<file path="config.mk">
export PLATFORM = sky130hd
export DESIGN_NAME = knn_vote
export DESIGN_NICKNAME = d
export VERILOG_FILES = /design/src/rtl/knn_vote.sv
export SDC_FILE = /design/constraint.sdc
export NUM_CORES = 1
export LEC_CHECK = 0
export BUFFER_PORTS_ARGS = -buffer_cell sky130_fd_sc_hd__buf_2
export CAP_MARGIN = 20
export CORE_MARGIN = 2
export CORE_UTILIZATION = 40
export CTS_CLUSTER_DIAMETER = 120
export DETAILED_ROUTE_END_ITERATION = 10
export PLACE_DENSITY = 0.67
export SLEW_MARGIN = 20
export SYNTH_ARGS = -nofsm -noshare
export SYNTH_HDL_FRONTEND = slang
export SYNTH_SLANG_ARGS = --single-unit
</file>
<file path="constraint.sdc">
create_clock -name clk -period 2.8 [get_ports clk]
set_input_delay 0.14 -clock clk [delete_from_list [all_inputs] [get_ports clk]]
set_output_delay 0.14 -clock clk [all_outputs]
set_load 0.05 [all_outputs]
</file>
<file path="src/rtl/knn_vote.sv">
// knn_vote: reads the K-nearest list once, builds a per-class vote histogram and reports the majority class.
// Optional feature macro KNN_VOTE_NEAREST_TIE_EN: equal vote counts are broken by the smaller nearest distance.
module knn_vote #(
  parameter int DATA_W      = 32,
  parameter int NBR_KNN     = 4,
  parameter int LABEL_BITS  = 8,
  parameter int NBR_CLASSES = 10,
  localparam int AW = (NBR_KNN > 1) ? $clog2(NBR_KNN) : 1,
  localparam int CW = $clog2(NBR_KNN + 1),
  localparam int SW = (NBR_CLASSES > 1) ? $clog2(NBR_CLASSES) : 1
) (
  input  logic                  clk,
  input  logic                  rst,
  input  logic                  start,
  output logic                  rd_en,
  output logic [AW-1:0]         rd_addr,
  input  logic [DATA_W-1:0]     nn_dist,
  input  logic [LABEL_BITS-1:0] nn_label,
  output logic                  busy,
  output logic                  done,
  output logic [LABEL_BITS-1:0] label_out,
  output logic [CW-1:0]         vote_cnt
);

  typedef enum logic [2:0] {IDLE, CLEAR, READ, DRAIN, SCAN, DONE} state_e;

  state_e                state_q, state_d;
  logic [AW-1:0]         rdAddr_q, rdAddr_d;
  logic [SW-1:0]         scanIdx_q, scanIdx_d;
  logic                  rdEn_q, acc_q, busy_q, done_q;
  logic [LABEL_BITS-1:0] label_q, label_d, bestLbl_q, bestLbl_d;
  logic [CW-1:0]         vote_q, vote_d, bestCnt_q, bestCnt_d;
  logic [CW-1:0]         cnt_q [NBR_CLASSES];
  logic [CW-1:0]         cnt_d [NBR_CLASSES];
  logic [CW-1:0]         curCnt;
  logic                  entryValid, take;
`ifdef KNN_VOTE_NEAREST_TIE_EN
  logic [DATA_W-1:0]     minDist_q [NBR_CLASSES];
  logic [DATA_W-1:0]     minDist_d [NBR_CLASSES];
  logic [DATA_W-1:0]     bestMin_q, bestMin_d, curMin;
`endif

  // acc_q marks the cycle in which read data requested one cycle earlier is on nn_dist/nn_label
  always_comb begin
    state_d   = state_q;
    rdAddr_d  = rdAddr_q;
    scanIdx_d = scanIdx_q;
    bestCnt_d = bestCnt_q;
    bestLbl_d = bestLbl_q;
    label_d   = label_q;
    vote_d    = vote_q;
    cnt_d     = cnt_q;
    curCnt    = '0;
    for (int i = 0; i < NBR_CLASSES; i++) begin
      if (scanIdx_q == SW'(i)) curCnt = cnt_q[i];
    end
    entryValid = (nn_dist != '1) && (nn_label < LABEL_BITS'(NBR_CLASSES));
    take       = (curCnt > bestCnt_q);
`ifdef KNN_VOTE_NEAREST_TIE_EN
    minDist_d = minDist_q;
    bestMin_d = bestMin_q;
    curMin    = '1;
    for (int i = 0; i < NBR_CLASSES; i++) begin
      if (scanIdx_q == SW'(i)) curMin = minDist_q[i];
    end
    if ((curCnt == bestCnt_q) && (curCnt != '0) && (curMin < bestMin_q)) take = 1'b1;
`endif

    if (acc_q && entryValid) begin
      for (int i = 0; i < NBR_CLASSES; i++) begin
        if (nn_label == LABEL_BITS'(i)) begin
          cnt_d[i] = cnt_q[i] + CW'(1);
`ifdef KNN_VOTE_NEAREST_TIE_EN
          if (nn_dist < minDist_q[i]) minDist_d[i] = nn_dist;
`endif
        end
      end
    end

    case (state_q)
      IDLE: begin
        if (start) state_d = CLEAR;
      end
      CLEAR: begin
        state_d   = READ;
        rdAddr_d  = '0;
        bestCnt_d = '0;
        bestLbl_d = '1;
        for (int i = 0; i < NBR_CLASSES; i++) cnt_d[i] = '0;
`ifdef KNN_VOTE_NEAREST_TIE_EN
        bestMin_d = '1;
        for (int i = 0; i < NBR_CLASSES; i++) minDist_d[i] = '1;
`endif
      end
      READ: begin
        if (rdAddr_q == AW'(NBR_KNN - 1)) begin
          state_d  = DRAIN;
          rdAddr_d = '0;
        end else begin
          rdAddr_d = rdAddr_q + AW'(1);
        end
      end
      DRAIN: begin
        state_d   = SCAN;
        scanIdx_d = '0;
      end
      SCAN: begin
        // bestLbl starts all-ones and only moves on a non-zero count, so an empty list reports all-ones/0
        if (take) begin
          bestCnt_d = curCnt;
          bestLbl_d = LABEL_BITS'(scanIdx_q);
`ifdef KNN_VOTE_NEAREST_TIE_EN
          bestMin_d = curMin;
`endif
        end
        if (scanIdx_q == SW'(NBR_CLASSES - 1)) begin
          state_d = DONE;
          label_d = bestLbl_d;
          vote_d  = bestCnt_d;
        end else begin
          scanIdx_d = scanIdx_q + SW'(1);
        end
      end
      DONE: begin
        state_d = IDLE;
      end
      default: state_d = IDLE;
    endcase
  end

  // Status outputs are registered from the next state so they line up with the state they describe
  always_ff @(posedge clk) begin
    if (rst) begin
      state_q   <= IDLE;
      rdAddr_q  <= '0;
      scanIdx_q <= '0;
      rdEn_q    <= 1'b0;
      acc_q     <= 1'b0;
      busy_q    <= 1'b0;
      done_q    <= 1'b0;
      label_q   <= '0;
      vote_q    <= '0;
      bestCnt_q <= '0;
      bestLbl_q <= '0;
      for (int i = 0; i < NBR_CLASSES; i++) cnt_q[i] <= '0;
`ifdef KNN_VOTE_NEAREST_TIE_EN
      bestMin_q <= '1;
      for (int i = 0; i < NBR_CLASSES; i++) minDist_q[i] <= '1;
`endif
    end else begin
      state_q   <= state_d;
      rdAddr_q  <= rdAddr_d;
      scanIdx_q <= scanIdx_d;
      rdEn_q    <= (state_d == READ);
      acc_q     <= rdEn_q;
      busy_q    <= (state_d != IDLE);
      done_q    <= (state_d == DONE);
      label_q   <= label_d;
      vote_q    <= vote_d;
      bestCnt_q <= bestCnt_d;
      bestLbl_q <= bestLbl_d;
      for (int i = 0; i < NBR_CLASSES; i++) cnt_q[i] <= cnt_d[i];
`ifdef KNN_VOTE_NEAREST_TIE_EN
      bestMin_q <= bestMin_d;
      for (int i = 0; i < NBR_CLASSES; i++) minDist_q[i] <= minDist_d[i];
`endif
    end
  end

  assign rd_en     = rdEn_q;
  assign rd_addr   = rdAddr_q;
  assign busy      = busy_q;
  assign done      = done_q;
  assign label_out = label_q;
  assign vote_cnt  = vote_q;

endmodule

</file>
== Yosys cells after proc, flatten, opt, wreduce, memory -nomap -nowiden ==
Index checks and enable logic that the tools add are counted.

* Register bits: 65
* Bits in latches: 0
* Memory bits (writable): 0
* Memory bits (read-only): 0
* Output and inout port bits: 16
* Logic and storage cells: 106
* Memories: 0

* Add/subtract/negate cells: 12
* Multipliers: 0
* Divide/modulo/power cells: 0
* $lt $le $gt $ge: 2
* Eq/ne operators: 27
* Shifts and indexed selects: 0
* Multiplexer cells: 22
* Bitwise gates (word level): 0
* Reduce and logical (&&, ||, !) cells: 22

{| class="wikitable"
|+ Operators by type and width
! cell !! number
|-
| $mux W3 || 14
|-
| $eq A8 B3 Y1 const B || 4
|-
| $ne A32 B32 Y1 const B || 1
|-
| $add A3 B1 Y3 const B || 10
|-
| $reduce_and A2 Y1 || 12
|-
| $eq A4 B3 Y1 const B || 4
|-
| $eq A8 B2 Y1 const B || 2
|-
| $eq A8 B4 Y1 const B || 2
|-
| $pmux W8 S2 || 1
|-
| $pmux W3 S5 || 1
|-
| $eq A3 B2 Y1 const B || 3
|-
| $eq A4 B2 Y1 const B || 2
|-
| $eq A4 B4 Y1 const B || 2
|-
| $eq A8 B1 Y1 const B || 1
|-
| $logic_not A8 Y1 || 1
|-
| $lt A8 B4 Y1 const B || 1
|-
| $mux W8 || 1
|-
| $pmux W4 S2 || 1
|-
| $eq A3 B3 Y1 const B || 2
|-
| $pmux W3 S2 || 1
|-
| $reduce_bool A2 Y1 || 3
|-
| $add A4 B1 Y4 const B || 1
|-
| $eq A4 B1 Y1 const B || 1
|-
| $logic_not A4 Y1 || 1
|-
| 12 further kinds || 13
|}

== Longest topological paths before layout ==
* Depth after elaboration: 14
* Depth in mapped cells: 14
* Gate-level depth less buffers: 13

== Worst setup path before layout ==
Ideal clock, no wire load.

* Path kind: register -> register
* Start: reg scanIdx_q[0]
* End: reg bestLbl_q[4]
* Data arrival time: 2800 ps
* Required time: 2668 ps
* Slack: -132 ps
* Cell stages (with the launch flop): 14
* Buffers on the path: 1
* Path through: dfxtp_1 > inv_1 > ha_1 > clkbuf_1 > a2111oi_0 > o2bb2ai_1 > o22ai_1 > inv_1 > ha_1 > and3_1 > a21oi_1 > nand3_1 > a21oi_1 > nor3_1

* Cells in the longest elaborated chain, start to end: 14
* Elaborated cells on any way between the ends: 23
* Classes of those cells: 1 x order compare; 9 x eq/ne; 12 x mux; 1 x reduce/logical

{| class="wikitable"
|+ Ends and longest elaborated chain
! what !! line !! RTL
|-
| start, declared || 29 || <nowiki>logic [SW-1:0] scanIdx_q, scanIdx_d;</nowiki>
|-
| start signal, assigned || 153 || <nowiki>scanIdx_q <= scanIdx_d;</nowiki>
|-
| $logic_not A4 Y1 || 55 || <nowiki>if (scanIdx_q == SW'(i)) curCnt = cnt_q[i];</nowiki>
|-
| $mux W3 (9 in a row) || 55 ||
|-
| $mux W3 (*) || 55 ||
|-
| $gt A3 B3 Y1 (*) || 58 || <nowiki>take = (curCnt > bestCnt_q);</nowiki>
|-
| $mux W8 (*) || 109 || <nowiki>if (take) begin</nowiki>
|-
| $pmux W8 S2 (*) || 80 || <nowiki>case (state_q)</nowiki>
|-
| end signal, assigned || 161 || <nowiki>bestLbl_q <= bestLbl_d;</nowiki>
|-
| end, declared || 31 || <nowiki>logic [LABEL_BITS-1:0] label_q, label_d, bestLbl_q, bestLbl_d;</nowiki>
|}

Mark *: on every way between the ends. The rest lies on a longest branch, timed or not.
A chain may end at the register's enable or synchronous reset.

== Worst setup path in the final report ==
* Start: reg scanIdx_q[1]
* End: reg bestLbl_q[6]

Same word-level chain as after synthesis.

==> flow_metrics.env <==
export IMPL_status="complete, but fails checks"
export IMPL_violations="negative setup slack"
export IMPL_path_max_fanout=7
export IMPL_finalSetupViolations=7
export IMPL_first_pass_iters=4
export IMPL_crit_reg2reg_launch="scanIdx_q[1]"
export IMPL_fin_skew_ps=14.8
export IMPL_grt_pass1_vias=3227
export IMPL_synth_nets=483
export IMPL_ff2ff_path_depth=14
export IMPL_slew_viol_final=0
export IMPL_track_usage_pct=18.5
export IMPL_num_vias=3420
export IMPL_avgViaCountPerCell=5.53
export IMPL_final_cell_mix="dfxtp_1 (62), buf_2 (58), nor2_1 (53)"
export IMPL_final_common_cell="dfxtp_1"
export IMPL_worst_path_largest_cell_delay_ps=350
export IMPL_max_slew_worst_pin_slew_ps=704
export IMPL_start_util_pct=41.0
export IMPL_ant_nets=0
export IMPL_place_congestion=0.896
export IMPL_drt_wl_total_um=9330
export IMPL_htreeDepth=3
export IMPL_fin_ws_ps=-50.5
export IMPL_critPathMostFrequentCell="buf_6"
export IMPL_insertion_delay_ps=360
export IMPL_dpl_cell_count=595
export IMPL_rsz0062_at_grt="true"
export IMPL_design_portCount=59
export IMPL_max_cap_viol_count=0
export IMPL_antenna_found_initial=0
export IMPL_fp_dieH_um=98.3
export IMPL_synth_ff_type="dfxtp_1"
export IMPL_io_buffers=58
export IMPL_grt_max_degree=41
export IMPL_core_region_area_sq_mm=0.00868
export IMPL_dp_slack_ps=-188
export IMPL_syn_area_per_cell_sq_um=8.43
export IMPL_post_synth_top_area_cell="dfxtp_1"
export IMPL_clkTransAtPathRegs_ps=80
export IMPL_ir_drop_v=0.000283
export IMPL_ctsHoldBuffers=0
export IMPL_cts_tree="built"
export IMPL_whs_path_depth=3
export IMPL_antennaDiodeCount=0
export IMPL_drc=0
export IMPL_synth_seq_area_share_pct=36.6
export IMPL_stdcell_count=619
export IMPL_syn_inst=422
export IMPL_crit_required_ps=3010
export IMPL_die_w_um=98.3
export IMPL_ys_ff_latch=65
export IMPL_num_rows=34
export IMPL_fmaxAchievable_mhz=351
export IMPL_min_from="start"
export IMPL_dpl_hpwl_um=6490
export IMPL_critPathKind="reg2reg"
export IMPL_finalHoldViolCount=0
export IMPL_ys_types=58
export IMPL_pwr_density_cell_mw_per_mm2=447
export IMPL_critPathLaunchType="flop"
export IMPL_grt_pass1_wl_um=14600
export IMPL_synth_top_area_share_pct=36.6
export IMPL_cts_buffer_depth=2
export IMPL_design_power_total_w=0.00210
export IMPL_hold_worst_slack_ps=140
export IMPL_synthArstFlopShare_pct=0
export IMPL_path_cells="buf_6, ha_4, buf_6, buf_6, a21oi_1, o21ai_0, a21oi_1, o211a_1, ha_2, and3_2, a21oi_4, nand3_4, a21oi_4, nor3_2"
export IMPL_area_growth_pct=31.9
export IMPL_cp_arrival_ps=3060
export IMPL_yosys_top_cells_area="dfxtp_1 (37%), ha_1 (6.3%), nor2_1 (5.6%)"
export IMPL_hp_class="in2reg"
export IMPL_p_leak_nw=1.80
export IMPL_root_buffer="clkbuf_8"
export IMPL_clock_sinks=65
export IMPL_whs_endpoint="busy"
export IMPL_synth_edf_count=0
export IMPL_r2r_end="bestLbl_q[6]"
export IMPL_die_area_sq_mm=0.00966
export IMPL_synth_area_sq_mm=0.00356
export IMPL_drive_gt1_share_pct=34.2
export IMPL_routedWlPerCell_um=15.1
export IMPL_final_net_count=567
export IMPL_end_kind="flop"
export IMPL_cts_buffers=9
export IMPL_relSlewSlack_pct=53.1
export IMPL_r2r_slack_ps=-50
export IMPL_fin_crit_sh_pct=102
export IMPL_grt_overflow=0
export IMPL_drt_iter0_drc=151
export IMPL_crit_slowest_cell="dfxtp_2"
export IMPL_yosys_warnings=0
export IMPL_post_route_min_period_ps=2850
state kept, by name, indices dropped and copies added (netlist names):
name	cells
cnt_q	30
bestLbl_q	8
label_out	8
scanIdx_q	4
bestCnt_q	3
state_q	3
vote_cnt	3
rd_addr	2
acc_q	1
busy	1
done	1
rd_en	1
metal layers:
metal | wire [um] | GRT usage, % | part of all wire, % | vias up
met3 | 532 | 4.65 | 5.7 | 13
met2 | 4510 | 31.2 | 48 | 105
met1 | 4140 | 22.8 | 44 | 1619
met4 | 150 | 6.95 | 1.6 | 0
met5 | 0 | 0 | 0 | -
li1 | - | - | - | 1683
logic make-up (layout without fill, tap and decap cells):
group           count (synthesis)  in the layout  synth area share (%)
compound gates                 94             94                  19.6
xor+xnor                       17             17                  4.19
fa+ha+maj                      18             18                  6.33
buf+inv                        38            127                  4.36
flops                          65             65                  36.6
mux                             8              8                  2.25
simple gates                  182            182                  26.7
Yosys cell counts, types with 4 or more instances:
master and instances:
a211oi_1 6, a21oi_1 37, a21oi_2 4, a311oi_1 4, and3b_1 6, clkbuf_1 17, dfxtp_1 65, ha_1 18
inv_1 17, mux2i_1 8, nand2_1 42, nand2b_1 6, nand3_1 13, nand3b_1 6, nand4_1 10, nor2_1 53
nor2b_1 8, nor3_1 13, nor3b_1 4, nor4_1 4, o21ai_0 8, or3_1 5, xnor2_1 15
how the worst max path moves through the flow:
stage | to | cells past startpoint | from
5_1_grt | bestLbl_q[4] | 11 | scanIdx_q[3]
3_3_place_gp | bestLbl_q[1] | 12 | scanIdx_q[0]
4_1_cts | bestLbl_q[1] | 13 | scanIdx_q[0]
2_1_floorplan | bestLbl_q[4] | 13 | scanIdx_q[0]
6_report | bestLbl_q[6] | 14 | scanIdx_q[1]
3_5_place_dp | bestLbl_q[5] | 12 | scanIdx_q[0]
stage by stage:
stage	utilization (%)	instance area (sq um)	TNS (ps)
after global routing	54.1	4690	-2010
after detailed placement	47.5	4120	-2350
after global placement	47.5	4120	-528
after floorplan	-	3560	0
final	54.1	4690	-209
after CTS	50.4	4380	-47.1
cell type report:
type,count,area (sq um)
Fill cell,776,3990
Multi-Input combinational cell,319,2400
Sequential cell,65,1310
Timing Repair Buffer,94,583
Tap cell,108,135
Clock buffer,9,124
Clock inverter,7,77.6
Inverter,17,63.8
report_power, final:
part           internal [W]  total (W)  switching [W]
logic              0.000109   0.000269       0.000160
clock network      0.000418   0.000822       0.000404
registers          0.000958    0.00101      0.0000492
repair_timing:
action,CTS,global route
pin swaps,1,24
setup endpoints to repair,21,22
setup buffers,0,8
gates cloned,0,0
resized for setup,15,57
worst max-delay path: cells and delay by family, from the launching register on:
family / cells / cell delay (ps)
adders and majority gates: 2 / 450
DFF: 1 / 350
AOI/OAI and AO/OA: 6 / 1100
and+or+nand+nor: 3 / 440
buffers and inverters: 3 / 380
Power figures use the tool's default switching activity.
